[src/rtl/mskaes_rnd_pkg.sv]
// Shared definitions for the masked-AES randomness feeder.
// Contents: FSM state encoding, xorshift128 shift amounts, seed words per lane,
// and the xorshift128 output-word update function.
package mskaes_rnd_pkg;

   typedef enum logic [1:0] {
      StSeed      = 2'd0,
      StWarm      = 2'd1,
      StReady     = 2'd2,
      StExhausted = 2'd3
   } rnd_state_e;

   localparam int unsigned XsShiftA         = 11;
   localparam int unsigned XsShiftB         = 19;
   localparam int unsigned XsShiftC         = 8;
   localparam int unsigned SeedWordsPerLane = 4;

   // New w of an xorshift128 step; x, y, z simply shift down one slot.
   function automatic logic [31:0] xs_next_w(input logic [31:0] x, input logic [31:0] w);
      logic [31:0] t;
      t = x ^ (x << XsShiftA);
      return w ^ (w >> XsShiftB) ^ t ^ (t >> XsShiftC);
   endfunction

endpackage

[src/rtl/xorshift128_lane.sv]
// One xorshift128 generator lane.
// Ports: clk/rst (async active-low), load + load_idx + load_data write one of
// {x,y,z,w}, step advances the generator, zero_fix forces w=1 if the state
// after this cycle's update would be all-zero, w is the current output word.
module xorshift128_lane
   import mskaes_rnd_pkg::*;
(
   input  logic        clk,
   input  logic        rst,
   input  logic        load,
   input  logic [1:0]  load_idx,
   input  logic [31:0] load_data,
   input  logic        step,
   input  logic        zero_fix,
   output logic [31:0] w
);

   logic [31:0] x_q, y_q, z_q, w_q;
   logic [31:0] x_d, y_d, z_d, w_d;

   always_comb begin
      x_d = x_q;
      y_d = y_q;
      z_d = z_q;
      w_d = w_q;
      if (load) begin
         case (load_idx)
            2'd0: x_d = load_data;
            2'd1: y_d = load_data;
            2'd2: z_d = load_data;
            2'd3: w_d = load_data;
            default: ;
         endcase
      end else if (step) begin
         x_d = y_q;
         y_d = z_q;
         z_d = w_q;
         w_d = xs_next_w(x_q, w_q);
      end
      // Checked against the post-load value so the final seed word is included.
      if (zero_fix && (x_d == '0) && (y_d == '0) && (z_d == '0) && (w_d == '0)) begin
         w_d = 32'h1;
      end
   end

   always_ff @(posedge clk or negedge rst) begin
      if (!rst) begin
         x_q <= '0;
         y_q <= '0;
         z_q <= '0;
         w_q <= '0;
      end else begin
         x_q <= x_d;
         y_q <= y_d;
         z_q <= z_d;
         w_q <= w_d;
      end
   end

   assign w = w_q;

endmodule

[src/rtl/mskaes_rnd_feeder.sv]
// Randomness responder for the masked AES core.
// Ports: clk/rst (async active-low); seed_data/seed_valid/seed_ready seed
// stream; reseed forces a return to seeding; rnd_need is the core's
// one-cycle-ahead request; rnd_out is RND_WORDS lane words (lane k in bits
// [32k+31:32k]); rnd_valid marks READY; reseed_req marks the exhausted stall.
module mskaes_rnd_feeder
   import mskaes_rnd_pkg::*;
#(
   parameter int unsigned RND_WORDS    = 4,
   parameter int unsigned WARMUP       = 16,
   parameter int unsigned RESEED_LIMIT = 2**20
) (
   input  logic                   clk,
   input  logic                   rst,
   input  logic [31:0]            seed_data,
   input  logic                   seed_valid,
   output logic                   seed_ready,
   input  logic                   reseed,
   input  logic                   rnd_need,
   output logic [32*RND_WORDS-1:0] rnd_out,
   output logic                   rnd_valid,
   output logic                   reseed_req
);

   localparam int unsigned SeedWords = SeedWordsPerLane * RND_WORDS;
   localparam int unsigned IdxW      = $clog2(SeedWords + 1);
   localparam int unsigned WarmW     = $clog2(WARMUP + 2);
   localparam int unsigned CntW      = $clog2(RESEED_LIMIT + 1);

   rnd_state_e       state_q, state_d;
   logic [IdxW-1:0]  seed_idx_q;
   logic [WarmW-1:0] warm_cnt_q;
   logic [CntW-1:0]  step_cnt_q;

   logic accept, last_word, warm_done, ready_step, step_en;

   // A seed word arriving with reseed is dropped: the index restarts instead.
   assign accept     = seed_valid && seed_ready && !reseed;
   assign last_word  = accept && (seed_idx_q == IdxW'(SeedWords - 1));
   assign warm_done  = (warm_cnt_q == WarmW'(WARMUP - 1));
   assign ready_step = (state_q == StReady) && rnd_need && !reseed;
   assign step_en    = ready_step || ((state_q == StWarm) && !reseed);

   always_comb begin
      state_d = state_q;
      unique case (state_q)
         StSeed: begin
            if (last_word) state_d = (WARMUP == 0) ? StReady : StWarm;
         end
         StWarm: begin
            if (reseed)         state_d = StSeed;
            else if (warm_done) state_d = StReady;
         end
         StReady: begin
            if (reseed) begin
               state_d = StSeed;
            end else if (rnd_need && (step_cnt_q == CntW'(RESEED_LIMIT - 1))) begin
               state_d = StExhausted;
            end
         end
         StExhausted: begin
            if (reseed) state_d = StSeed;
         end
         default: state_d = StSeed;
      endcase
   end

   // Outputs are registered from the next state so they change with state_q.
   always_ff @(posedge clk or negedge rst) begin
      if (!rst) begin
         state_q    <= StSeed;
         seed_idx_q <= '0;
         warm_cnt_q <= '0;
         step_cnt_q <= '0;
         seed_ready <= 1'b1;
         rnd_valid  <= 1'b0;
         reseed_req <= 1'b0;
      end else begin
         state_q    <= state_d;
         seed_ready <= (state_d == StSeed);
         rnd_valid  <= (state_d == StReady);
         reseed_req <= (state_d == StExhausted);
         if (reseed) begin
            seed_idx_q <= '0;
            warm_cnt_q <= '0;
            step_cnt_q <= '0;
         end else begin
            if (accept) seed_idx_q <= last_word ? '0 : seed_idx_q + 1'b1;
            if (state_q == StWarm) warm_cnt_q <= warm_done ? '0 : warm_cnt_q + 1'b1;
            // Never counts past RESEED_LIMIT: the last step leaves READY.
            if (ready_step) step_cnt_q <= step_cnt_q + 1'b1;
         end
      end
   end

   for (genvar k = 0; k < RND_WORDS; k++) begin : g_lane
      logic lane_load;
      assign lane_load = accept && ((seed_idx_q >> 2) == IdxW'(k));

      xorshift128_lane u_lane (
         .clk       (clk),
         .rst       (rst),
         .load      (lane_load),
         .load_idx  (seed_idx_q[1:0]),
         .load_data (seed_data),
         .step      (step_en),
         .zero_fix  (last_word),
         .w         (rnd_out[32*k +: 32])
      );
   end

endmodule

[config.mk]
export PLATFORM = sky130hd
export DESIGN_NAME = mskaes_rnd_feeder
export DESIGN_NICKNAME = d
export VERILOG_FILES = /design/src/rtl/mskaes_rnd_pkg.sv /design/src/rtl/xorshift128_lane.sv /design/src/rtl/mskaes_rnd_feeder.sv
export SDC_FILE = /design/constraint.sdc
export NUM_CORES = 2
export LEC_CHECK = 0
export CAP_MARGIN = 5
export CORE_MARGIN = 1
export CORE_UTILIZATION = 23
export DETAILED_ROUTE_END_ITERATION = 12
export SYNTH_ARGS = -nofsm -noshare
export SYNTH_HDL_FRONTEND = slang
export SYNTH_SLANG_ARGS = --single-unit
[constraint.sdc]
create_clock -name clk -period 4.5 [get_ports clk]
set_input_delay 0.675 -clock clk [delete_from_list [all_inputs] [get_ports clk]]
set_output_delay 0.675 -clock clk [all_outputs]
set_load 0.05 [all_outputs]
---- Word-level counts from Yosys, hierarchy flattened ----
Cells that the tools add are included.
operators by class
  add/sub/neg operators ................... 3
  equality and inequality tests ........... 14
  mux-type cells .......................... 67
  bitwise operators ....................... 16
  reductions and logical operators ........ 52
operators by type and width
  cell                   number
  $mux 32                52
  $logic_not 32->1       16
  $xor 32x32->32         8
  $xor 32x13->32         4
  $xor 32x24->32         4
  $mux 21                2
  $mux 5                 6
  $logic_and 1x1->1      27
  $add 21x1->21 const B  1
  $eq 21x20->1 const B   1
  $eq 2x2->1 const B     6
  $mux 2                 6
  $add 5x1->5 const B    2
  $eq 5x4->1 const B     2
  $pmux 2 s4             1
  $eq 3x2->1 const B     2
  $logic_not 2->1        3
  $reduce_bool 2->1      3
  $logic_not 5->1        1
  $eq 2x1->1 const B     2
  $eq 3x1->1 const B     1
  $logic_not 1->1        1
  $logic_or 1x1->1       1
word-level totals
  register bits ........................... 548
  bits of input ports ..................... 37
  output and inout bits ................... 131
  word-level logic and storage cells ...... 175

---- Depth between registers and ports, before layout ----
  depth in word-level cells ............... 12
  mapped depth ............................ 16
  gate-level depth less buffers ........... 10

---- Cells and area by module ----
A second synthesis with hierarchy kept.
second synthesis, totals
  cells, all modules ...................... 3857
  area total of the unflattened synthesis .. 33323.2 um2
by module, submodules not included
  module             instances  cells an instance  area an instance (um2)  sequential area each (um2)
  xorshift128_lane   4          914                7860.0                  3203.1
  mskaes_rnd_feeder  1          201                1883.1                  902.1

---- Worst setup path after synthesis ----
Ideal clock, no wire load.
  path type ............................... input-to-reg
  start point ............................. input port reseed
  end point ............................... register g_lane[3].u_lane.w_q[0]
  setup time .............................. 0.076 ns
  arrival ................................. 3.720 ns
  data required time ...................... 4.424 ns
  slack ................................... 0.704 ns
  cell stages on the path ................. 11
  buffers on the path ..................... 2
  cell sequence ........................... buf_6 -> nand4bb_1 -> buf_2 -> o221ai_4 -> nor3_1 -> a221o_1 -> or4_1 -> or4b_1 -> or4_1 -> or4_1 -> o21ai_1
between the ends
  cells in the longest elaborated chain, start to end .. 11
  elaborated cells on any way between the ends .. 24
  those cells by class .................... mux (9); reduce/logical (15)
ends and longest elaborated chain
  item                                         line                                                                       source
  from (decl)                                  mskaes_rnd_feeder.sv:18                                                    input logic reseed,
  $logic_not 1->1 *                            mskaes_rnd_feeder.sv:38, mskaes_rnd_feeder.sv:41, mskaes_rnd_feeder.sv:42
  $logic_and 1x1->1, on equally long branches  mskaes_rnd_feeder.sv:41, mskaes_rnd_feeder.sv:42
  $logic_or 1x1->1                             mskaes_rnd_feeder.sv:42                                                    assign step_en = ready_step || ((state_q == StWarm) && !reseed);
  $mux 32                                      xorshift128_lane.sv:34                                                     end else if (step) begin
  $mux 32                                      xorshift128_lane.sv:26                                                     if (load) begin
  $logic_not 32->1                             xorshift128_lane.sv:41                                                     if (zero_fix && (x_d == '0) && (y_d == '0) && (z_d == '0) && (w_d == '0)) begin
  $logic_and 1x1->1 (4 in series)              xorshift128_lane.sv:41
  $mux 32 *                                    xorshift128_lane.sv:41
  via g_lane[3].u_lane.w_d[0]                  xorshift128_lane.sv:19                                                     logic [31:0] x_d, y_d, z_d, w_d;
  to (signal assigned)                         xorshift128_lane.sv:56                                                     w_q <= w_d;
  to (decl)                                    xorshift128_lane.sv:18                                                     logic [31:0] x_q, y_q, z_q, w_q;
Mark *: on every way through the listed nets, which the timed path passes. The rest lies on a longest branch.
A chain may end at the register's enable or synchronous reset.

---- Worst setup path in the final report ----
  start point ............................. register state_q[0]
  end point ............................... register g_lane[3].u_lane.w_q[0]
between the ends
  cells in the longest elaborated chain, start to end .. 12
  elaborated cells on any way between the ends .. 23
  those cells by class .................... eq/ne (2); mux (9); reduce/logical (12)
ends and longest elaborated chain
  item                               line                     source
  from (decl)                        mskaes_rnd_feeder.sv:30  rnd_state_e state_q, state_d;
  from (signal assigned)             mskaes_rnd_feeder.sv:71  state_q <= StSeed;
  from (signal assigned)             mskaes_rnd_feeder.sv:79  state_q <= state_d;
  $eq 2x2->1                         mskaes_rnd_feeder.sv:41  assign ready_step = (state_q == StReady) && rnd_need && !reseed;
  $logic_and 1x1->1 (2 in series)    mskaes_rnd_feeder.sv:41
  $logic_or 1x1->1 *                 mskaes_rnd_feeder.sv:42
  $mux 32 *                          xorshift128_lane.sv:34
  $mux 32 *                          xorshift128_lane.sv:26
  via g_lane[3].u_lane.x_d[12]       xorshift128_lane.sv:19
  $logic_not 32->1 *                 xorshift128_lane.sv:41
  $logic_and 1x1->1 * (4 in series)  xorshift128_lane.sv:41
  $mux 32 *                          xorshift128_lane.sv:41
  via g_lane[3].u_lane.w_d[0]        xorshift128_lane.sv:19
Marked as above.

==> impl_results.md <==
* Result of the run: finished, final reports clean
* Total CTS buffers at 61
* Initial antenna violation count at 6
* First-pass iteration count of the detailed router at 5
* Unrepaired setup endpoints after global routing: false
* Die Width at 353 um
* Total Power Consumption at 26.9 mW
* YS warnings at 0
* Fill count at 12800
* Maximum net fanout on the critical path at 24
* # placed instances at 4814
* Via count of the first global-routing pass at 25500
* Resized cells post-CTS at 0
* Clk Latency, worst-skew pair at 0.66 ns
* Most frequent cells in the layout: sky130_fd_sc_hd__dfrtp_1 (547), sky130_fd_sc_hd__nor2_1 (489), sky130_fd_sc_hd__o22ai_1 (320)
* Critical-path cell with the highest stage delay: sky130_fd_sc_hd__nor2b_2
* Share of the clock period used by the worst path at 91.4%
* Area taken by flip-flops and latches at 13700 um^2
* Minimum hold slack at 0.117 ns
* Worst stage delay on the critical path at 0.67 ns
* Number of library cell types mapped by synthesis at 77
* Final hold viol count at 0
* Remaining global-route overflow at 0
* Area of the multi-input gates at 13100 um^2
* Number of nets with antenna violations after routing at 0
* Number of register bits inferred by synthesis at 548
* Detailed-route vias per instance at 5.36
* DRC Markers at 0
* Portion of the post-synthesis area used by sequential elements at 48.4%
* Critical Setup Path Class: reg2reg
* Worst voltage drop across the vdd grid at 426 uV
* Top Family by Delay on Critical Path: simple AND/OR/NAND/NOR gates
* Post-synth ARST share at 100%
* Wire length of the first global-routing pass at 185000 um
* Total wirelength of the detailed-routed design at 129000 um
* Max-capacitance violation count at 0
* Count of hold buffers inserted by post-cts repair at 0
* Worst path most repeated cell: sky130_fd_sc_hd__or4_1
* Number of sinks handled by clock tree synthesis at 548
* Fin. max-slew vios at 0
* Buffer and inverter count on the worst path at 2
* Number of levels in the clock H-tree at 2
* Area growth syn-to-layout at 23.3%
* Overall routing resource usage at 20.0%
* Port buffer count at 167
* Routability congestion estimate from global placement at 0.957
* Worst-case headroom to the max-slew limit at 20.6%
* Initial standard-cell utilization of the core at 23.2%
* Static Leak at 13.9 nW
* Most used flip-flop cell after synthesis: sky130_fd_sc_hd__dfrtp_1
* Hold crit path type: in2async
* Clock slew at the register clock pins of the worst setup and hold paths at 0.06 ns
* Sort of element at the end of the critical path: flop
* CP required at 5.06 ns
* Fraction of layout cells with a size suffix above 1 at 10.5%
* Number of core rows at 128
* Gate count after technology mapping at 3083
* Mapped Area at 28300 um^2
* Syn Nets at 3126
* Initial detailed-routing violation count at 3257
* Maximum clock frequency at 0.243 GHz
* Number of enable flip-flop cells after synthesis at 0
* Critical path data arrival time at 4.68 ns
* Core area at 122000 um^2
* Total power density per cell area at 772 nW/um^2
* Height of the chip at 353 um
* Post-route minimum period at 4.11 ns
* Max Buffers Root-to-Sink at 3
* Skew final at 0.0197 ns
* Setup TNS at 0 ns
* Clock tree root driver cell: sky130_fd_sc_hd__clkbuf_16
* Hpwl dp at 94900 um
* Type of origin of the critical path: flop
* Total Die Area at 125000 um^2
* Nets at 3295
* Actual transition at the worst max-transition pin at 1.19 ns
* I/O pins at 168
* Synthesized area per cell at 9.18 um^2
* Mean routed wirelength per cell at 26.1 um
* TritonCTS clock tree: done
* Pin count of the biggest net entering global routing at 111
* Critical path, cell by cell: nor2b_2 > o221ai_4 > buf_4 > buf_4 > o22ai_1 > nor2_1 > or4_1 > or4_1 > or4_1 > o21ai_1
* Via count of the routed design at 26400
* Count of buffers added by post-CTS timing repair for setup at 0
* Number of failing setup endpoints in the final timing report at 0
* Final Instance Count excl. Fillers at 4927
* Leading cell type in the layout, fill and taps excluded: sky130_fd_sc_hd__dfrtp_1
* Share of the core filled with cells at 28.6%
synthesized netlist by cell type, types with 7 or more instances:
| cell type | count | area (um^2) |
|---|---|---|
| sky130_fd_sc_hd__or4_1 | 22 | 165 |
| sky130_fd_sc_hd__a211oi_1 | 8 | 60.1 |
| sky130_fd_sc_hd__xnor3_1 | 8 | 180 |
| sky130_fd_sc_hd__a21oi_1 | 222 | 1110 |
| sky130_fd_sc_hd__o21bai_1 | 16 | 120 |
| sky130_fd_sc_hd__o21a_1 | 52 | 390 |
| sky130_fd_sc_hd__nand3_1 | 42 | 210 |
| sky130_fd_sc_hd__buf_1 | 48 | 180 |
| sky130_fd_sc_hd__nor4_1 | 99 | 619 |
| sky130_fd_sc_hd__a2bb2oi_1 | 7 | 61.3 |
| sky130_fd_sc_hd__a21o_1 | 7 | 52.6 |
| sky130_fd_sc_hd__or3_1 | 9 | 56.3 |
| sky130_fd_sc_hd__clkbuf_1 | 175 | 657 |
| sky130_fd_sc_hd__a221oi_1 | 13 | 114 |
| sky130_fd_sc_hd__a31oi_1 | 11 | 68.8 |
| sky130_fd_sc_hd__nand2_1 | 110 | 413 |
| sky130_fd_sc_hd__buf_2 | 25 | 125 |
| sky130_fd_sc_hd__o22a_1 | 54 | 473 |
| sky130_fd_sc_hd__a221o_1 | 31 | 310 |
| sky130_fd_sc_hd__xnor2_1 | 171 | 1500 |
| sky130_fd_sc_hd__inv_1 | 174 | 653 |
| sky130_fd_sc_hd__o21ai_0 | 53 | 265 |
| sky130_fd_sc_hd__xor2_1 | 99 | 867 |
| sky130_fd_sc_hd__nor2_1 | 490 | 1840 |
| sky130_fd_sc_hd__o22ai_1 | 320 | 2000 |
| sky130_fd_sc_hd__o211ai_1 | 16 | 120 |
| sky130_fd_sc_hd__dfrtp_1 | 547 | 13700 |
| sky130_fd_sc_hd__o221a_2 | 20 | 225 |
| sky130_fd_sc_hd__a22oi_1 | 22 | 165 |
| sky130_fd_sc_hd__nand4_1 | 41 | 257 |
| sky130_fd_sc_hd__nor3_1 | 62 | 310 |
registers in the layout, indices dropped and copies added (netlist names):
name and cells:
g_lane.u_lane.w 128, g_lane.u_lane.x_q 128, g_lane.u_lane.y_q 128, g_lane.u_lane.z_q 128, reseed_req 1, rnd_valid 1
seed_idx_q 5, seed_ready 1, state_q 2, step_cnt_q 21, warm_cnt_q 5
cells by family (layout without fill, tap and decap cells):
logic type                 after synthesis  count (layout)  share of synthesized area, %
and+or+nand+nor                        930             930                          15.2
DFF                                    548             548                          48.4
xor gates and xnor gates               282             282                          9.33
AOI/OAI and AO/OA                      888             888                          20.8
buffers and inverters                  425             642                          5.79
other                                    0               2                             0
adders and majority gates                6               6                         0.265
muxes                                    4               4                         0.141
per-stage QoR:
stage	worst slack [ns]	instance area, um^2
2_1_floorplan	0.704	28300
4_1_cts	0.411	34900
6_report	0.386	34900
3_5_place_dp	-0.0505	32900
5_1_grt	0.178	34900
3_3_place_gp	-0.0559	32900
path summary, 6_finish.rpt:
| check | start | end | slack (ns) | cells after the start |
|---|---|---|---|---|
| worst min register to register | g_lane[3].u_lane.z_q[30] | g_lane[3].u_lane.z_q[30] | 0.52 | 1 |
| worst max register to register | state_q[0] | g_lane[3].u_lane.w[0] | 0.39 | 10 |
| worst max-delay path | state_q[0] | g_lane[3].u_lane.w[0] | 0.39 | 10 |
| min in group clk | reseed | seed_idx_q[1] | 0.37 | 2 |
| worst min-delay path | rst | g_lane[0].u_lane.x_q[6] | 0.12 | 1 |
| max in group asynchronous | rst | g_lane[3].u_lane.z_q[4] | 3.27 | 2 |
metal layers:
metal / up-vias / GRT usage, % / part of all wire (%)
met1: 13200 / 28.0 / 42
met2: 1539 / 29.8 / 43
met4: 8 / 6.38 / 3.4
li1: 11400 / - / -
met5: - / 0 / 0.043
met3: 237 / 5.19 / 11
power by group:
group | internal (mW) | switching [mW]
clock network | 3.00 | 2.16
registers | 6.98 | 2.67
logic | 4.72 | 7.41
final cells by class:
class | instances | share of cell area, %
sequential | 548 | 39.3
inverter | 175 | 1.88
timing repair buffer | 356 | 9.64
multi-input combinational | 2110 | 37.5
tap | 1625 | 5.83
clock inverter | 15 | 0.448
antenna | 2 | 0.0143
clock buffer | 96 | 5.36
No activity file was read; power rests on OpenSTA's default activity.
